===== src/rtl/fir_interp_pkg.sv =====
// Shared constants, types and coefficient tables for the 2x interpolating FIR.
// The 17-tap low-pass prototype is split into an even-tap and an odd-tap
// polyphase branch. Both branches are symmetric, so tap order and storage
// order agree either way round.
package fir_interp_pkg;

   localparam int COEFF_WIDTH = 8;
   localparam int NUM_TAPS    = 17;
   localparam int P0_TAPS     = 9;
   localparam int P1_TAPS     = 8;

   // Growth of the accumulator over the input sample width.
   localparam int ACC_GROWTH  = 12;

   typedef logic signed [COEFF_WIDTH-1:0] coeff_t;

   // Even taps of the prototype: h[0], h[2], ..., h[16]. Element 0 is rightmost.
   localparam coeff_t [P0_TAPS-1:0] P0_COEFFS = {
      coeff_t'(-1), coeff_t'(-2), coeff_t'(6),  coeff_t'(21), coeff_t'(29),
      coeff_t'(21), coeff_t'(6),  coeff_t'(-2), coeff_t'(-1)
   };

   // Odd taps of the prototype: h[1], h[3], ..., h[15]. Element 0 is rightmost.
   localparam coeff_t [P1_TAPS-1:0] P1_COEFFS = {
      coeff_t'(-2), coeff_t'(0),  coeff_t'(13), coeff_t'(27),
      coeff_t'(27), coeff_t'(13), coeff_t'(0),  coeff_t'(-2)
   };

   typedef enum logic [1:0] {
      EMPTY = 2'd0,
      EMIT0 = 2'd1,
      EMIT1 = 2'd2
   } state_t;

endpackage


===== src/rtl/fir_interp2_mac.sv =====
// Combinational full-precision dot product of one polyphase branch against
// the delay line. Products are IN_WIDTH+COEFF_WIDTH wide and are summed into
// an IN_WIDTH+ACC_GROWTH accumulator, so nothing is rounded or saturated.
module fir_interp2_mac
   import fir_interp_pkg::*;
#(
   parameter int                  IN_WIDTH = 16,
   parameter int                  N_TAPS   = P0_TAPS,
   parameter coeff_t [N_TAPS-1:0] COEFFS   = '0
)(
   input  logic [N_TAPS*IN_WIDTH-1:0]             i_x_flat,
   output logic signed [IN_WIDTH+ACC_GROWTH-1:0]  o_acc
);

   localparam int PROD_WIDTH = IN_WIDTH + COEFF_WIDTH;
   localparam int ACC_WIDTH  = IN_WIDTH + ACC_GROWTH;

   logic signed [PROD_WIDTH-1:0] w_prod [N_TAPS];

   // One signed multiplier per tap; both operands are sign-extended to the
   // product width first so the multiply is exact at that width.
   for (genvar gi = 0; gi < N_TAPS; gi++) begin : g_tap
      logic signed [PROD_WIDTH-1:0] w_x_ext;
      logic signed [PROD_WIDTH-1:0] w_c_ext;
      assign w_x_ext    = PROD_WIDTH'($signed(i_x_flat[gi*IN_WIDTH +: IN_WIDTH]));
      assign w_c_ext    = PROD_WIDTH'($signed(COEFFS[gi]));
      assign w_prod[gi] = w_x_ext * w_c_ext;
   end

   // Adder chain over all tap products, each sign-extended to the accumulator.
   always_comb begin
      o_acc = '0;
      for (int k = 0; k < N_TAPS; k++) begin
         o_acc = o_acc + ACC_WIDTH'(w_prod[k]);
      end
   end

endmodule


===== src/rtl/fir_interp2.sv =====
// 2x interpolating low-pass FIR. Each accepted input shifts the delay line
// and produces two outputs: the even-tap branch (y0) then the odd-tap branch
// (y1). y0 is loaded straight into the output register; y1 is parked until
// y0 has been taken. A new input is only accepted when the output side is
// empty or y1 is leaving in the same cycle, which gives 1 output per cycle.
module fir_interp2
   import fir_interp_pkg::*;
#(
   parameter int IN_WIDTH  = 16,
   parameter int OUT_WIDTH = 32
)(
   input  logic                 s00_axis_aclk,
   input  logic                 s00_axis_areset,
   input  logic                 s00_axis_tvalid,
   input  logic [IN_WIDTH-1:0]  s00_axis_tdata,
   input  logic                 s00_axis_tlast,
   output logic                 s00_axis_tready,
   output logic                 m00_axis_tvalid,
   output logic [OUT_WIDTH-1:0] m00_axis_tdata,
   output logic                 m00_axis_tlast,
   input  logic                 m00_axis_tready
);

   localparam int ACC_WIDTH = IN_WIDTH + ACC_GROWTH;

   state_t                       r_state;
   logic signed [IN_WIDTH-1:0]   r_x [P0_TAPS];
   logic signed [ACC_WIDTH-1:0]  r_y1;
   logic                         r_last;
   logic                         r_tvalid;
   logic [OUT_WIDTH-1:0]         r_tdata;
   logic                         r_tlast;

   logic                         w_accept;
   logic [P0_TAPS*IN_WIDTH-1:0]  w_shift_flat;
   logic signed [ACC_WIDTH-1:0]  w_y0;
   logic signed [ACC_WIDTH-1:0]  w_y1;

   // Input is taken whenever nothing is pending, or when y1 is being handed
   // off this cycle. Deliberately independent of s00_axis_tvalid.
   assign s00_axis_tready = !s00_axis_areset &&
                            ((r_state == EMPTY) ||
                             ((r_state == EMIT1) && m00_axis_tready));
   assign w_accept = s00_axis_tvalid && s00_axis_tready;

   assign m00_axis_tvalid = r_tvalid;
   assign m00_axis_tdata  = r_tdata;
   assign m00_axis_tlast  = r_tlast;

   // The MACs see the line as it will be after this shift, so both branch
   // results can be registered on the accepting edge.
   assign w_shift_flat[IN_WIDTH-1:0] = s00_axis_tdata;
   for (genvar gi = 1; gi < P0_TAPS; gi++) begin : g_shift_view
      assign w_shift_flat[gi*IN_WIDTH +: IN_WIDTH] = r_x[gi-1];
   end

   fir_interp2_mac #(
      .IN_WIDTH (IN_WIDTH),
      .N_TAPS   (P0_TAPS),
      .COEFFS   (P0_COEFFS)
   ) u_mac_p0 (
      .i_x_flat (w_shift_flat),
      .o_acc    (w_y0)
   );

   fir_interp2_mac #(
      .IN_WIDTH (IN_WIDTH),
      .N_TAPS   (P1_TAPS),
      .COEFFS   (P1_COEFFS)
   ) u_mac_p1 (
      .i_x_flat (w_shift_flat[P1_TAPS*IN_WIDTH-1:0]),
      .o_acc    (w_y1)
   );

   // Delay line: each tap loads its upstream neighbour on accept; cleared on
   // reset but kept across packet boundaries.
   for (genvar gi = 0; gi < P0_TAPS; gi++) begin : g_delay
      always_ff @(posedge s00_axis_aclk) begin
         if (s00_axis_areset) begin
            r_x[gi] <= '0;
         end else if (w_accept) begin
            r_x[gi] <= $signed(w_shift_flat[gi*IN_WIDTH +: IN_WIDTH]);
         end
      end
   end

   // Output FSM with registered tdata/tlast/tvalid; an accept always reloads
   // y0 regardless of which state it happens in.
   always_ff @(posedge s00_axis_aclk) begin
      if (s00_axis_areset) begin
         r_state  <= EMPTY;
         r_tvalid <= 1'b0;
         r_tdata  <= '0;
         r_tlast  <= 1'b0;
         r_y1     <= '0;
         r_last   <= 1'b0;
      end else if (w_accept) begin
         r_y1     <= w_y1;
         r_last   <= s00_axis_tlast;
         r_tdata  <= OUT_WIDTH'(w_y0);
         r_tlast  <= 1'b0;
         r_tvalid <= 1'b1;
         r_state  <= EMIT0;
      end else begin
         case (r_state)
            EMIT0: begin
               if (m00_axis_tready) begin
                  r_tdata <= OUT_WIDTH'(r_y1);
                  r_tlast <= r_last;
                  r_state <= EMIT1;
               end
            end
            EMIT1: begin
               if (m00_axis_tready) begin
                  r_tvalid <= 1'b0;
                  r_tlast  <= 1'b0;
                  r_state  <= EMPTY;
               end
            end
            default: begin
               r_state <= EMPTY;
            end
         endcase
      end
   end

endmodule


===== config.mk =====
export PLATFORM = sky130hd
export DESIGN_NAME = fir_interp2
export DESIGN_NICKNAME = d
export VERILOG_FILES = /design/src/rtl/fir_interp_pkg.sv /design/src/rtl/fir_interp2_mac.sv /design/src/rtl/fir_interp2.sv
export SDC_FILE = /design/constraint.sdc
export NUM_CORES = 2
export LEC_CHECK = 0
export BUFFER_PORTS_ARGS = -buffer_cell sky130_fd_sc_hd__buf_2
export CAP_MARGIN = 20
export CORE_ASPECT_RATIO = 0.7
export CORE_MARGIN = 3
export CORE_UTILIZATION = 60
export CTS_BUF_LIST = sky130_fd_sc_hd__clkbuf_4 sky130_fd_sc_hd__clkbuf_8
export CTS_CLUSTER_DIAMETER = 120
export DETAILED_ROUTE_END_ITERATION = 16
export GPL_TIMING_DRIVEN = 0
export PLACE_DENSITY_LB_ADDON = 0.2
export REMOVE_ABC_BUFFERS = 1
export SLEW_MARGIN = 20
export SYNTH_ARGS = -nofsm -noshare
export SYNTH_HDL_FRONTEND = slang
export SYNTH_SLANG_ARGS = --single-unit

===== constraint.sdc =====
create_clock -name s00_axis_aclk -period 10.1 [get_ports s00_axis_aclk]
set_input_delay 1.515 -clock s00_axis_aclk [delete_from_list [all_inputs] [get_ports s00_axis_aclk]]
set_output_delay 1.515 -clock s00_axis_aclk [all_outputs]
set_load 0.02 [all_outputs]

==> run summary <==
### Run status
* finished, violations left — status
* negative setup slack — violations in the final reports

### Logic synthesis
* sky130_fd_sc_hd__fa_1 — post-synth top area cell
* 189 — Seq cells post-synth
* 16.7% — share of synthesized area occupied by flip-flops and latches
* 9.87 um^2 — synthesized area per cell
* 32.4% — area share of the largest cell type after synthesis
* 0 — Warnings, synthesis
* sky130_fd_sc_hd__edfxtp_1 — dominant register cell in the synthesized netlist
* 3077 — gate count after technology mapping
* 128 — number of enable flip-flop cells after synthesis
* 79 — distinct cell type count after synthesis
* 0.0304 mm^2 — cell area after technology mapping
* 0% — proportion of synthesized flip-flops having asynchronous set or reset
* sky130_fd_sc_hd__fa_1, sky130_fd_sc_hd__ha_1, sky130_fd_sc_hd__edfxtp_1 — cells taking the most area after synthesis

### Worst hold path
* reg -> reg — type of the most critical hold path

### STA
* 106% — ratio of final minimum period to clock period
* 0.0215 ns — clock skew after layout
* 1.12 ns — transition time at the pin with the least slew margin
* 0.0930 GHz — achievable clock frequency
* 0 — final-report hold violation count
* 0 — number of slew-limit violations in the final report
* 12 — endpoints failing setup
* true — unrepaired setup endpoints after global routing
* 25.0% — worst slew margin relative to its limit
* -0.651 ns — Worst Setup Slack, final
* 10.75 ns — shortest period the worst path allows

### Cells and area
* sky130_fd_sc_hd__inv_1, sky130_fd_sc_hd__fa_1, sky130_fd_sc_hd__ha_1, sky130_fd_sc_hd__nor2_1, sky130_fd_sc_hd__edfxtp_1 — leading cell types in the layout, fill and taps excluded
* 4110 — count of nets after finishing
* 11.4% — fraction of layout cells with a size suffix above 1
* 0 — final antenna diode count
* sky130_fd_sc_hd__inv_1 — most common cell after layout, fill and taps aside
* 0.0336 mm^2 — Finished Cell Area
* 10.5% — area growth from synthesis to final layout
* 67.6% — share of the core filled with cells in the final layout
* 3843 — fill cell instance count of the final layout

### GRT
* 22300 — via count of the first global-routing pass
* 0 — remaining global-route overflow
* 28.1% — overall routing resource usage
* 117000 um — first-pass GRT wire length
* 50 — maximum number of pins on one net before global-route repair
* 0 — number of antenna violations at the first check in global routing

### Worst setup path
* sky130_fd_sc_hd__fa_1 — CP max stage cell
* 10.57 ns — required time at the endpoint of the critical path
* 11.22 ns — endpoint arrival time on the critical path
* reg -> reg — Crit Path Class
* 5 — maximum fanout encountered on the critical timing path
* 0.55 ns — peak per-stage delay on the critical path
* flip-flop — startpoint type of the worst setup path
* flip-flop — Critical Path End Type
* sky130_fd_sc_hd__fa_1 — most frequent cell on the critical path

### Placement
* -1.93 ns — pre-CTS worst setup slack
* 0.938 — final estimated routing congestion in global placement
* 0.0317 mm^2 — cell area after placement
* 58900 um — half-perimeter wire length after placement
* 55 — Port Buffers

### Route
* 18.8 um — detail-routed net length per standard cell
* 0 — count of nets left with antenna violations after detail routing
* 1345 — initial detailed-routing violation count
* 21100 — via count
* 7 — Pre-Repair DR Iteration Count
* 72700 um — Detailed Route WL
* 5.46 — routed via count divided by cell count
* 0 — Remaining DRCs

### Floorplan
* 61.2% — starting density of the core
* 68 — Site Rows
* 0.0496 mm^2 — placeable core area
* 0.0534 mm^2 — DIE AREA
* 275 um — horizontal die dimension
* 194 um — Die Y-Extent
* 56 — I/O Pins

### Clock tree
* 189 — number of clock sinks
* 17 — clock buffers created by TritonCTS
* 2 — Max Root-Sink Buffers
* 0.57 ns — worst-skew pair later-pin latency
* done — CTS tree
* 0.12 ns — clk slew on worst S/H paths
* 0 — CTS Hold Bufs
* 4 — level count of the clock H-tree
* sky130_fd_sc_hd__clkbuf_8 — CTS root buffer

### Job
* 0 — max cap viols

[cells by family (layout without fill, tap and decap cells)]
kind of cell / after synthesis / in the layout / synth area share [%]
fa+ha+maj: 906 / 906 / 49.5
buf+inv: 894 / 1013 / 11.1
simple gates: 526 / 526 / 8.67
xor+xnor: 150 / 150 / 4.37
flops: 189 / 189 / 16.7
mux: 31 / 31 / 1.05
compound gates: 381 / 381 / 8.61
[synthesized netlist by cell type, types with 6 or more instances]
master                        n
sky130_fd_sc_hd__a2111oi_0    6
sky130_fd_sc_hd__a211oi_1    29
sky130_fd_sc_hd__a21o_1      46
sky130_fd_sc_hd__a21oi_1    111
sky130_fd_sc_hd__a31oi_1      7
sky130_fd_sc_hd__and2_1      80
sky130_fd_sc_hd__and3_1      17
sky130_fd_sc_hd__buf_1        6
sky130_fd_sc_hd__clkbuf_1    32
sky130_fd_sc_hd__dfxtp_1     61
sky130_fd_sc_hd__edfxtp_1   128
sky130_fd_sc_hd__fa_1       492
sky130_fd_sc_hd__ha_1       414
sky130_fd_sc_hd__inv_1      850
sky130_fd_sc_hd__mux2_2       6
sky130_fd_sc_hd__mux2i_1     25
sky130_fd_sc_hd__nand2_1    106
sky130_fd_sc_hd__nand2b_1    18
sky130_fd_sc_hd__nand3_1     23
sky130_fd_sc_hd__nand3b_1    11
sky130_fd_sc_hd__nor2_1     158
sky130_fd_sc_hd__nor2b_1     18
sky130_fd_sc_hd__nor3_1      29
sky130_fd_sc_hd__nor3b_1      6
sky130_fd_sc_hd__nor4_1      14
sky130_fd_sc_hd__o21a_1      19
sky130_fd_sc_hd__o21ai_0     53
sky130_fd_sc_hd__o21ai_1      6
sky130_fd_sc_hd__o21bai_1    11
sky130_fd_sc_hd__o22ai_1      8
sky130_fd_sc_hd__o31ai_1      9
sky130_fd_sc_hd__or2_2        7
sky130_fd_sc_hd__or3_1       18
sky130_fd_sc_hd__or4_1        6
sky130_fd_sc_hd__xnor2_1     93
sky130_fd_sc_hd__xor2_1      56
[final timing paths]
kind | slack (ns) | depth (start not counted) | endpoint | start
worst max-delay path | -0.65 | 44 | m00_axis_tdata[25] | r_x[1][7]
worst min-delay path | 0.46 | 2 | r_y1[12] | r_y1[12]
worst max register to register | -0.65 | 44 | m00_axis_tdata[25] | r_x[1][7]
worst min register to register | 0.46 | 2 | r_y1[12] | r_y1[12]
[stage by stage]
step,TNS [ns],hold WS [ns],instances
2_1_floorplan,-1.25,0.421,3034
4_1_cts,-3.37,0.461,3842
6_report,-4.86,0.460,3861
3_5_place_dp,-21.62,0.445,3776
5_1_grt,-10.94,0.480,3861
3_3_place_gp,-467.83,0.437,3754
[metal layers]
layer | wire, um | GRT usage (%) | vias to the layer above | part of all wire (%)
li1 | - | - | 9905 | -
met1 | 31800 | 39.6 | 10600 | 44
met2 | 35200 | 45.5 | 533 | 48
met3 | 3880 | 4.80 | 96 | 5.3
met4 | 1890 | 7.41 | 0 | 2.6
met5 | 0 | 0 | - | 0
[sequential cells by signal (all words and copies together), names as in the netlist]
signal / cells
m00_axis_tdata: 28
r_state: 2
r_x: 128
r_y1: 28
m00_axis_tvalid: 1
r_last: 1
m00_axis_tlast: 1
[area by class of cell]
| type | count | area (um^2) | share of cell area [%] |
|---|---|---|---|
| Clock buffer | 19 | 255 | 0.761 |
| Timing Repair Buffer | 130 | 1050 | 3.14 |
| Tap cell | 665 | 832 | 2.48 |
| Multi-Input combinational cell | 1994 | 23000 | 68.5 |
| Sequential cell | 189 | 5060 | 15.1 |
| Clock inverter | 13 | 146 | 0.436 |
| Inverter | 851 | 3200 | 9.55 |
[repair_timing]
item,in CTS,in global routing
pin swaps,90,98
gates resized for setup,131,86
setup buffers,34,20
setup endpoints to repair,14,22
[critical path: cells and delay by family, from the launching register on]
family          cells  cell delay, ns
fa+ha+maj          14            5.67
xor+xnor            2            0.52
compound gates     11            2.29
flops               1            0.53
simple gates        7            0.93
buf+inv            10            0.73
Power is left out: the tool's default activity adds up to more than one toggle a clock period on the data nets, which glitch-free logic cannot reach.
